<file path="config.mk">
export PLATFORM = sky130hd
export DESIGN_NAME = get_best_k_flat
export DESIGN_NICKNAME = d
export VERILOG_FILES = /design/src/rtl/ga_pkg.sv /design/src/rtl/get_best_k_if.sv /design/src/rtl/get_best_k_lane_min_tree.sv /design/src/rtl/get_best_k.sv /design/src/flat_wrapper.sv
export SDC_FILE = /design/constraint.sdc
export NUM_CORES = 1
export LEC_CHECK = 0
export CAP_MARGIN = 0
export CELL_PAD_IN_SITES_DETAIL_PLACEMENT = 1
export CELL_PAD_IN_SITES_GLOBAL_PLACEMENT = 1
export CORE_AREA = 2 2 177 179
export DETAILED_ROUTE_END_ITERATION = 10
export DIE_AREA = 0 0 179 181
export GPL_ROUTABILITY_DRIVEN = 0
export PLACE_DENSITY = 0.89
export SLEW_MARGIN = 20
export SYNTH_ARGS = -nofsm -noshare
export SYNTH_HDL_FRONTEND = slang
export SYNTH_SLANG_ARGS = --single-unit
</file>
<file path="constraint.sdc">
create_clock -name clk -period 15.79 [get_ports clk]
set_input_delay 4.737 -clock clk [delete_from_list [all_inputs] [get_ports clk]]
set_output_delay 4.737 -clock clk [all_outputs]
set_load 0.05 [all_outputs]
</file>
<file path="src/rtl/ga_pkg.sv">
// Shared GA datapath constants and the fitness/chromosome pair type.
package ga_pkg;

  localparam int GA_FITNESS_WIDTH = 27;
  localparam int GA_CHROM_WIDTH   = 8;

  typedef struct packed {
    logic [GA_FITNESS_WIDTH-1:0] fit;
    logic [GA_CHROM_WIDTH-1:0]   chrom;
  } ga_cand_t;

endpackage

</file>
<file path="src/rtl/get_best_k_if.sv">
// Sample/result bundle between the fitness evaluators, the best-K tracker and the GA controller.
interface get_best_k_if
  import ga_pkg::*;
#(
  parameter int FITNESS_WIDTH = GA_FITNESS_WIDTH,
  parameter int CHROM_WIDTH   = GA_CHROM_WIDTH,
  parameter int LANES         = 2,
  parameter int DEPTH         = 4,
  parameter int STALL_WIDTH   = 8
);

  logic [LANES-1:0]               in_valid;
  logic [LANES*FITNESS_WIDTH-1:0] fitness;
  logic [LANES*CHROM_WIDTH-1:0]   chrom;
  logic                           gen_end;
  logic                           clear;

  logic [FITNESS_WIDTH-1:0]       best_fit;
  logic [CHROM_WIDTH-1:0]         best;
  logic [DEPTH*FITNESS_WIDTH-1:0] rank_fit;
  logic [DEPTH*CHROM_WIDTH-1:0]   rank_chrom;
  logic [DEPTH-1:0]               rank_valid;
  logic                           improved;
  logic                           gen_done;
  logic [STALL_WIDTH-1:0]         stall_gens;

  modport master (
    output in_valid, fitness, chrom, gen_end, clear,
    input  best_fit, best, rank_fit, rank_chrom, rank_valid, improved, gen_done, stall_gens
  );

  modport slave (
    input  in_valid, fitness, chrom, gen_end, clear,
    output best_fit, best, rank_fit, rank_chrom, rank_valid, improved, gen_done, stall_gens
  );

endinterface

</file>
<file path="src/rtl/get_best_k_lane_min_tree.sv">
// Combinational reduction of the valid lanes to the lowest-fitness candidate.
module lane_min_tree #(
  parameter int LANES         = 2,
  parameter int FITNESS_WIDTH = 27,
  parameter int CHROM_WIDTH   = 8
) (
  input  logic [LANES-1:0]               i_valid,
  input  logic [LANES*FITNESS_WIDTH-1:0] i_fitness,
  input  logic [LANES*CHROM_WIDTH-1:0]   i_chrom,
  output logic [FITNESS_WIDTH-1:0]       o_fit,
  output logic [CHROM_WIDTH-1:0]         o_chrom,
  output logic                           o_any
);

  logic [FITNESS_WIDTH-1:0] w_fit;
  logic [CHROM_WIDTH-1:0]   w_chrom;
  logic                     w_any;

  // Strict less-than while scanning upward keeps the lowest lane index on ties.
  always_comb begin
    w_fit   = {FITNESS_WIDTH{1'b1}};
    w_chrom = '0;
    w_any   = 1'b0;
    for (int i = 0; i < LANES; i++) begin
      if (i_valid[i] && (!w_any || (i_fitness[i*FITNESS_WIDTH +: FITNESS_WIDTH] < w_fit))) begin
        w_fit   = i_fitness[i*FITNESS_WIDTH +: FITNESS_WIDTH];
        w_chrom = i_chrom[i*CHROM_WIDTH +: CHROM_WIDTH];
        w_any   = 1'b1;
      end
    end
  end

  assign o_fit   = w_fit;
  assign o_chrom = w_chrom;
  assign o_any   = w_any;

endmodule

</file>
<file path="src/rtl/get_best_k.sv">
// Two-stage best-K tracker: lane reduction, then duplicate-free sorted insert with
// per-generation stagnation counting.
module get_best_k
  import ga_pkg::*;
#(
  parameter int FITNESS_WIDTH = GA_FITNESS_WIDTH,
  parameter int CHROM_WIDTH   = GA_CHROM_WIDTH,
  parameter int LANES         = 2,
  parameter int DEPTH         = 4,
  parameter int STALL_WIDTH   = 8
) (
  input logic         clk,
  input logic         reset,
  get_best_k_if.slave bus
);

  localparam int PW = $clog2(DEPTH + 1);
  localparam logic [FITNESS_WIDTH-1:0] FIT_WORST = {FITNESS_WIDTH{1'b1}};

  logic [FITNESS_WIDTH-1:0] w_min_fit;
  logic [CHROM_WIDTH-1:0]   w_min_chrom;
  logic                     w_min_any;

  logic                     r_s1_valid;
  logic                     r_s1_gen_end;
  logic [FITNESS_WIDTH-1:0] r_s1_fit;
  logic [CHROM_WIDTH-1:0]   r_s1_chrom;

  logic [FITNESS_WIDTH-1:0] r_fit   [DEPTH];
  logic [CHROM_WIDTH-1:0]   r_chrom [DEPTH];
  logic [DEPTH-1:0]         r_valid;
  logic                     r_improved;
  logic                     r_gen_done;
  logic                     r_gen_improved;
  logic [STALL_WIDTH-1:0]   r_stall;

  logic [FITNESS_WIDTH-1:0] w_up_fit    [DEPTH];
  logic [CHROM_WIDTH-1:0]   w_up_chrom  [DEPTH];
  logic [DEPTH-1:0]         w_up_valid;
  logic [FITNESS_WIDTH-1:0] w_nxt_fit   [DEPTH];
  logic [CHROM_WIDTH-1:0]   w_nxt_chrom [DEPTH];
  logic [DEPTH-1:0]         w_nxt_valid;
  logic                     w_nxt_improved;
  logic                     w_nxt_gen_done;
  logic                     w_nxt_gen_improved;
  logic [STALL_WIDTH-1:0]   w_nxt_stall;

  logic                     w_dup;
  logic                     w_accept;
  logic                     w_rank0;
  logic [PW-1:0]            w_pos;

  lane_min_tree #(
    .LANES        (LANES),
    .FITNESS_WIDTH(FITNESS_WIDTH),
    .CHROM_WIDTH  (CHROM_WIDTH)
  ) u_lane_min_tree (
    .i_valid  (bus.in_valid),
    .i_fitness(bus.fitness),
    .i_chrom  (bus.chrom),
    .o_fit    (w_min_fit),
    .o_chrom  (w_min_chrom),
    .o_any    (w_min_any)
  );

  always_ff @(posedge clk or negedge reset) begin
    if (!reset) begin
      r_s1_valid   <= 1'b0;
      r_s1_gen_end <= 1'b0;
      r_s1_fit     <= FIT_WORST;
      r_s1_chrom   <= '0;
    end else if (bus.clear) begin
      r_s1_valid   <= 1'b0;
      r_s1_gen_end <= 1'b0;
      r_s1_fit     <= FIT_WORST;
      r_s1_chrom   <= '0;
    end else begin
      r_s1_valid   <= w_min_any;
      r_s1_gen_end <= bus.gen_end;
      r_s1_fit     <= w_min_fit;
      r_s1_chrom   <= w_min_chrom;
    end
  end

  // Entry k's neighbour from rank k-1, used when the candidate lands above it.
  for (genvar k = 0; k < DEPTH; k++) begin : g_up
    if (k == 0) begin : g_top
      assign w_up_fit[k]   = r_fit[0];
      assign w_up_chrom[k] = r_chrom[0];
      assign w_up_valid[k] = r_valid[0];
    end else begin : g_rest
      assign w_up_fit[k]   = r_fit[k-1];
      assign w_up_chrom[k] = r_chrom[k-1];
      assign w_up_valid[k] = r_valid[k-1];
    end
  end

  // Counting entries with fitness <= f gives the insert slot since the list is sorted and contiguous.
  always_comb begin
    w_dup = 1'b0;
    w_pos = '0;
    for (int k = 0; k < DEPTH; k++) begin
      if (r_valid[k]) begin
        if (r_chrom[k] == r_s1_chrom) w_dup = 1'b1;
        if (r_fit[k] <= r_s1_fit) w_pos = w_pos + PW'(1);
      end
    end
    w_accept = r_s1_valid && !w_dup && (w_pos < PW'(DEPTH));
    w_rank0  = w_accept && (w_pos == '0);
  end

  always_comb begin
    w_nxt_valid = r_valid;
    for (int k = 0; k < DEPTH; k++) begin
      w_nxt_fit[k]   = r_fit[k];
      w_nxt_chrom[k] = r_chrom[k];
    end
    if (bus.clear) begin
      w_nxt_valid = '0;
      for (int k = 0; k < DEPTH; k++) begin
        w_nxt_fit[k]   = FIT_WORST;
        w_nxt_chrom[k] = '0;
      end
    end else if (w_accept) begin
      for (int k = 0; k < DEPTH; k++) begin
        if (PW'(k) == w_pos) begin
          w_nxt_fit[k]   = r_s1_fit;
          w_nxt_chrom[k] = r_s1_chrom;
          w_nxt_valid[k] = 1'b1;
        end else if (PW'(k) > w_pos) begin
          w_nxt_fit[k]   = w_up_fit[k];
          w_nxt_chrom[k] = w_up_chrom[k];
          w_nxt_valid[k] = w_up_valid[k];
        end
      end
    end
  end

  // A same-cycle rank-0 insert counts toward the generation that is closing.
  always_comb begin
    w_nxt_improved     = w_rank0;
    w_nxt_gen_done     = r_s1_gen_end;
    w_nxt_gen_improved = r_gen_improved | w_rank0;
    w_nxt_stall        = r_stall;
    if (bus.clear) begin
      w_nxt_improved     = 1'b0;
      w_nxt_gen_done     = 1'b0;
      w_nxt_gen_improved = 1'b0;
      w_nxt_stall        = '0;
    end else if (r_s1_gen_end) begin
      w_nxt_gen_improved = 1'b0;
      if (r_gen_improved || w_rank0) begin
        w_nxt_stall = '0;
      end else if (r_stall != {STALL_WIDTH{1'b1}}) begin
        w_nxt_stall = r_stall + STALL_WIDTH'(1);
      end
    end
  end

  always_ff @(posedge clk or negedge reset) begin
    if (!reset) begin
      for (int k = 0; k < DEPTH; k++) begin
        r_fit[k]   <= FIT_WORST;
        r_chrom[k] <= '0;
      end
      r_valid        <= '0;
      r_improved     <= 1'b0;
      r_gen_done     <= 1'b0;
      r_gen_improved <= 1'b0;
      r_stall        <= '0;
    end else begin
      for (int k = 0; k < DEPTH; k++) begin
        r_fit[k]   <= w_nxt_fit[k];
        r_chrom[k] <= w_nxt_chrom[k];
      end
      r_valid        <= w_nxt_valid;
      r_improved     <= w_nxt_improved;
      r_gen_done     <= w_nxt_gen_done;
      r_gen_improved <= w_nxt_gen_improved;
      r_stall        <= w_nxt_stall;
    end
  end

  for (genvar k = 0; k < DEPTH; k++) begin : g_pack
    assign bus.rank_fit[k*FITNESS_WIDTH +: FITNESS_WIDTH] = r_fit[k];
    assign bus.rank_chrom[k*CHROM_WIDTH +: CHROM_WIDTH]   = r_chrom[k];
  end

  assign bus.rank_valid = r_valid;
  assign bus.best_fit   = r_fit[0];
  assign bus.best       = r_chrom[0];
  assign bus.improved   = r_improved;
  assign bus.gen_done   = r_gen_done;
  assign bus.stall_gens = r_stall;

endmodule

</file>
<file path="src/flat_wrapper.sv">
// flat-port wrapper written by rule: the top's interface ports become plain ports
module get_best_k_flat import ga_pkg::*;
#(
  parameter int FITNESS_WIDTH = GA_FITNESS_WIDTH,
  parameter int CHROM_WIDTH   = GA_CHROM_WIDTH,
  parameter int LANES         = 2,
  parameter int DEPTH         = 4,
  parameter int STALL_WIDTH   = 8
)
  (clk, reset, bus_in_valid, bus_fitness, bus_chrom, bus_gen_end, bus_clear, bus_best_fit, bus_best, bus_rank_fit, bus_rank_chrom, bus_rank_valid, bus_improved, bus_gen_done, bus_stall_gens);
  get_best_k_if #(.FITNESS_WIDTH(FITNESS_WIDTH), .CHROM_WIDTH(CHROM_WIDTH), .LANES(LANES), .DEPTH(DEPTH), .STALL_WIDTH(STALL_WIDTH)) bus_i ();
  input logic clk;
  input logic reset;
  input wire logic [$bits(bus_i.in_valid)-1:0] bus_in_valid;
  input wire logic [$bits(bus_i.fitness)-1:0] bus_fitness;
  input wire logic [$bits(bus_i.chrom)-1:0] bus_chrom;
  input wire logic [$bits(bus_i.gen_end)-1:0] bus_gen_end;
  input wire logic [$bits(bus_i.clear)-1:0] bus_clear;
  output wire logic [$bits(bus_i.best_fit)-1:0] bus_best_fit;
  output wire logic [$bits(bus_i.best)-1:0] bus_best;
  output wire logic [$bits(bus_i.rank_fit)-1:0] bus_rank_fit;
  output wire logic [$bits(bus_i.rank_chrom)-1:0] bus_rank_chrom;
  output wire logic [$bits(bus_i.rank_valid)-1:0] bus_rank_valid;
  output wire logic [$bits(bus_i.improved)-1:0] bus_improved;
  output wire logic [$bits(bus_i.gen_done)-1:0] bus_gen_done;
  output wire logic [$bits(bus_i.stall_gens)-1:0] bus_stall_gens;
  assign bus_i.in_valid = bus_in_valid;
  assign bus_i.fitness = bus_fitness;
  assign bus_i.chrom = bus_chrom;
  assign bus_i.gen_end = bus_gen_end;
  assign bus_i.clear = bus_clear;
  assign bus_best_fit = bus_i.best_fit;
  assign bus_best = bus_i.best;
  assign bus_rank_fit = bus_i.rank_fit;
  assign bus_rank_chrom = bus_i.rank_chrom;
  assign bus_rank_valid = bus_i.rank_valid;
  assign bus_improved = bus_i.improved;
  assign bus_gen_done = bus_i.gen_done;
  assign bus_stall_gens = bus_i.stall_gens;
  get_best_k #(.FITNESS_WIDTH(FITNESS_WIDTH), .CHROM_WIDTH(CHROM_WIDTH), .LANES(LANES), .DEPTH(DEPTH), .STALL_WIDTH(STALL_WIDTH)) u_core (.clk(clk), .reset(reset), .bus(bus_i));
endmodule
</file>
==> results.yml <==
status:
  outcome: "finished, final reports clean"
global_routing:
  first_global_vias: 12820
  grt_start_max_net_pins: 95
  grt_first_pass_wirelength_microns: 71680
  global_route.usage.total: 0.2844
  globalRoute.totalOverflow: 0
  number_of_antenna_violations_at_the_first_check_in_global_routing: 0
die:
  row_count: 64
  fp.dieArea_sq_mm: 0.03240
  fp.dieW_microns: 179
  initial_utilization: 0.4279
  floorplan.die.height_microns: 181
  design.portCount: 265
  fp.coreArea_sq_mm: 0.03035
synthesis:
  synth-main-ff-cell: "sky130_fd_sc_hd__dfstp_2"
  part_of_the_yosys_area_used_for_sequential_elements: 0.3829
  yosysTopAreaCellShare: 0.2731
  synth_area_leaders: "sky130_fd_sc_hd__dfstp_2, sky130_fd_sc_hd__ha_1, sky130_fd_sc_hd__mux2i_1, sky130_fd_sc_hd__dfrtp_1, sky130_fd_sc_hd__a21oi_1"
  syn-num-nets: 1581
  syn_avg_cell_area_sq_um: 9.501
  flops_latches_synth: 192
  synth_commonest_cells: "sky130_fd_sc_hd__mux2i_1, sky130_fd_sc_hd__nor2_1, sky130_fd_sc_hd__ha_1"
  mappedNetlistArea_sq_mm: 0.01299
  synthesis.instances: 1367
  synth_most_common_cell: "sky130_fd_sc_hd__mux2i_1"
  netlist.top_cell.by_area: "sky130_fd_sc_hd__dfstp_2"
  synth_cell_type_count: 62
  asyncSetResetFlopFracSynth: 1.000
  synth.yosys.warnings: 0
  synth_edf_count: 0
cts:
  clock_tree.root_cell: "sky130_fd_sc_hd__clkbuf_16"
  tritoncts: "done"
  sinks_on_clock_net: 192
  clk_pin_slew_worst_paths_ns: 0.08
  post_cts_resize_count: 0
  ctsHtreeMaxLevel: 4
  insertion_delay_ns: 0.45
  hold_buf_count_cts: 0
  cts_buffers: 17
  cts_max_path_buffers: 2
  cts_setup_buffers: 0
final_layout:
  design_area_sq_mm: 0.01623
  num_antenna_cells: 0
  final_layout_size_suffix_gt1_frac: 0.1335
  area_delta_synth_final_pct: 24.93
  finalNetCount: 1766
  layout.core_utilization: 0.5346
worst_setup_path:
  crit_arrival_ns: 8.35
  critical_path.endpoint_type: "register"
  timing.rr.start: "u_core.r_s1_fit[25]$_DFF_PN1_"
  critical_path_origin: "bus_in_valid[0]"
  crit_required_ns: 16.10
  critical_path_peak_fanout: 55
  cp_startpoint_kind: "primary input"
  critPathKind: "in2reg"
drt:
  post_drt_wl_per_cell_microns: 23.28
  drtPass1Iterations: 5
  drc_errors: 0
  finalWirelength_microns: 45660
  via_count: 11690
  drtIter0Drc: 633
  ant_nets: 0
  avgViaCountPerCell: 5.959
worst_hold_path:
  hp-start: "u_core.bus.rank_fit[99]$_DFFE_PN1P_"
  min_path_type: "reg2reg"
job:
  max-cap-violations: 0
timing:
  post-route-min-period_ns: 8.046
  fin_worst_skew_ns: 0.01502
  relSlewSlack: 0.3133
  final.setup.tns_ns: 0
  max_clock_freq_mhz: 124.3
  rsz_0062_raised_after_global_routing: "false"
  slew_violations: 0
  worstMarginPinSlew_ns: 1.030
  final-hold-violation-count: 0
  period_share: 0.5096
  setup_viol: 0
placed_design:
  dp_hpwl_microns: 34190
  io_buffers: 264
  detailed_place.area_sq_mm: 0.01566
power_and_ir_drop:
  leakage_nw: 7.525
  power.density_mw_per_mm2: 136.5
  maximum_vdd_drop_v: 0.00008027
==> where the power goes <==
part	leakage (nW)	switching [mW]	internal, mW
clock	0.274	0.217	0.212
sequential	2.20	0.113	0.590
combinational	5.06	0.704	0.379
==> layout by cell type, fill, tap and decap left out, types with 17 or more instances in the layout <==
| cell type | Yosys | layout |
|---|---|---|
| sky130_fd_sc_hd__nor2_1 | 142 | 140 |
| sky130_fd_sc_hd__mux2i_1 | 145 | 145 |
| sky130_fd_sc_hd__clkbuf_16 | 0 | 17 |
| sky130_fd_sc_hd__o21ai_0 | 29 | 29 |
| sky130_fd_sc_hd__nor3_1 | 61 | 61 |
| sky130_fd_sc_hd__a21oi_1 | 120 | 120 |
| sky130_fd_sc_hd__xnor2_1 | 18 | 18 |
| sky130_fd_sc_hd__a21o_1 | 22 | 21 |
| sky130_fd_sc_hd__clkdlybuf4s50_1 | 0 | 262 |
| sky130_fd_sc_hd__nand3b_1 | 29 | 29 |
| sky130_fd_sc_hd__dfstp_2 | 135 | 135 |
| sky130_fd_sc_hd__a211oi_1 | 19 | 19 |
| sky130_fd_sc_hd__inv_1 | 46 | 46 |
| sky130_fd_sc_hd__nand4_1 | 28 | 28 |
| sky130_fd_sc_hd__nand2_1 | 108 | 107 |
| sky130_fd_sc_hd__dfrtp_1 | 57 | 57 |
| sky130_fd_sc_hd__ha_1 | 138 | 138 |
==> through the flow <==
step	total power [mW]	setup slack (ns)	hold WS (ns)	cells
after floorplan	1.437	8.278	0.4845	1367
after global placement	1.729	7.354	0.5014	1929
after detailed placement	1.776	7.249	0.5152	1929
after CTS	2.213	7.722	0.5254	1961
after global routing	2.314	7.459	0.5410	1961
final	2.215	7.744	0.5264	1961
==> layout make-up <==
| cell class | instances | area (sq um) |
|---|---|---|
| Clock buffer | 18 | 439.2 |
| Clock inverter | 14 | 121.4 |
| Fill cell | 3370 | 14120 |
| Inverter | 47 | 176.4 |
| Multi-Input combinational cell | 1018 | 7284 |
| Sequential cell | 192 | 4974 |
| Tap cell | 396 | 495.5 |
| Timing Repair Buffer | 276 | 2735 |
==> metal layers <==
layer | track usage | vias up | part of all wire
li1 | - | 5223 | -
met4 | 0.1428 | 0 | 0.049
met2 | 0.4705 | 412 | 0.49
met1 | 0.3608 | 5924 | 0.42
met5 | 0 | - | 0
met3 | 0.04019 | 127 | 0.049
==> state kept, by name (all words and copies together) (netlist names) <==
| signal | count |
|---|---|
| u_core.bus.gen_done | 1 |
| u_core.bus.improved | 1 |
| u_core.bus.stall_gens | 8 |
| u_core.r_s1_gen_end | 1 |
| u_core.bus.rank_valid | 4 |
| u_core.r_gen_improved | 1 |
| u_core.bus.rank_chrom | 24 |
| u_core.r_s1_fit | 27 |
| u_core.bus.rank_fit | 81 |
| u_core.bus.best_fit | 27 |
| u_core.bus.best | 8 |
| u_core.r_s1_valid | 1 |
| u_core.r_s1_chrom | 8 |
==> final timing paths <==
path,to,slack [ns],cells past startpoint
hold / removal,u_core.bus.rank_fit[99]$_DFFE_PN1P_,0.53,2
setup reg to reg,u_core.bus.rank_fit[70]$_DFFE_PN1P_,8.55,20
min in group asynchronous,u_core.r_s1_chrom[3]$_DFF_PN0_,4.27,1
max in group asynchronous,u_core.bus.rank_fit[44]$_DFFE_PN1P_,10.38,2
setup / recovery,u_core.r_s1_chrom[1]$_DFF_PN0_,7.74,15
hold reg to reg,u_core.bus.rank_fit[99]$_DFFE_PN1P_,0.53,2
==> kinds of logic (layout without fill, tap and decap cells) <==
kind of cell             Yosys count  after routing  synth area share
AND/OR/NAND/NOR                  440            440            0.1622
AO/OA/AOI/OAI                    259            259            0.1262
flip-flops                       192            192            0.3829
buffers and inverters            157            355           0.05925
multiplexers                     147            147            0.1135
adder cells (fa/ha/maj)          138            138            0.1329
XOR/XNOR                          34             34           0.02293
==> critical path, cell delays in order <==
cell and delay, ns:
sky130_fd_sc_hd__clkdlybuf4s50_1 0.45, sky130_fd_sc_hd__inv_2 0.67, sky130_fd_sc_hd__nor2_1 0.12, sky130_fd_sc_hd__ha_1 0.33
sky130_fd_sc_hd__a21o_1 0.16, sky130_fd_sc_hd__a21o_1 0.17, sky130_fd_sc_hd__a21o_1 0.17, sky130_fd_sc_hd__a21o_1 0.17
sky130_fd_sc_hd__a21oi_1 0.15, sky130_fd_sc_hd__nor2b_1 0.06, sky130_fd_sc_hd__o21ai_0 0.13, sky130_fd_sc_hd__o311ai_0 0.22
sky130_fd_sc_hd__a2bb2oi_4 0.22, sky130_fd_sc_hd__buf_4 0.35, sky130_fd_sc_hd__mux2i_1 0.19
Note: power is estimated with default switching activity, not from simulation.
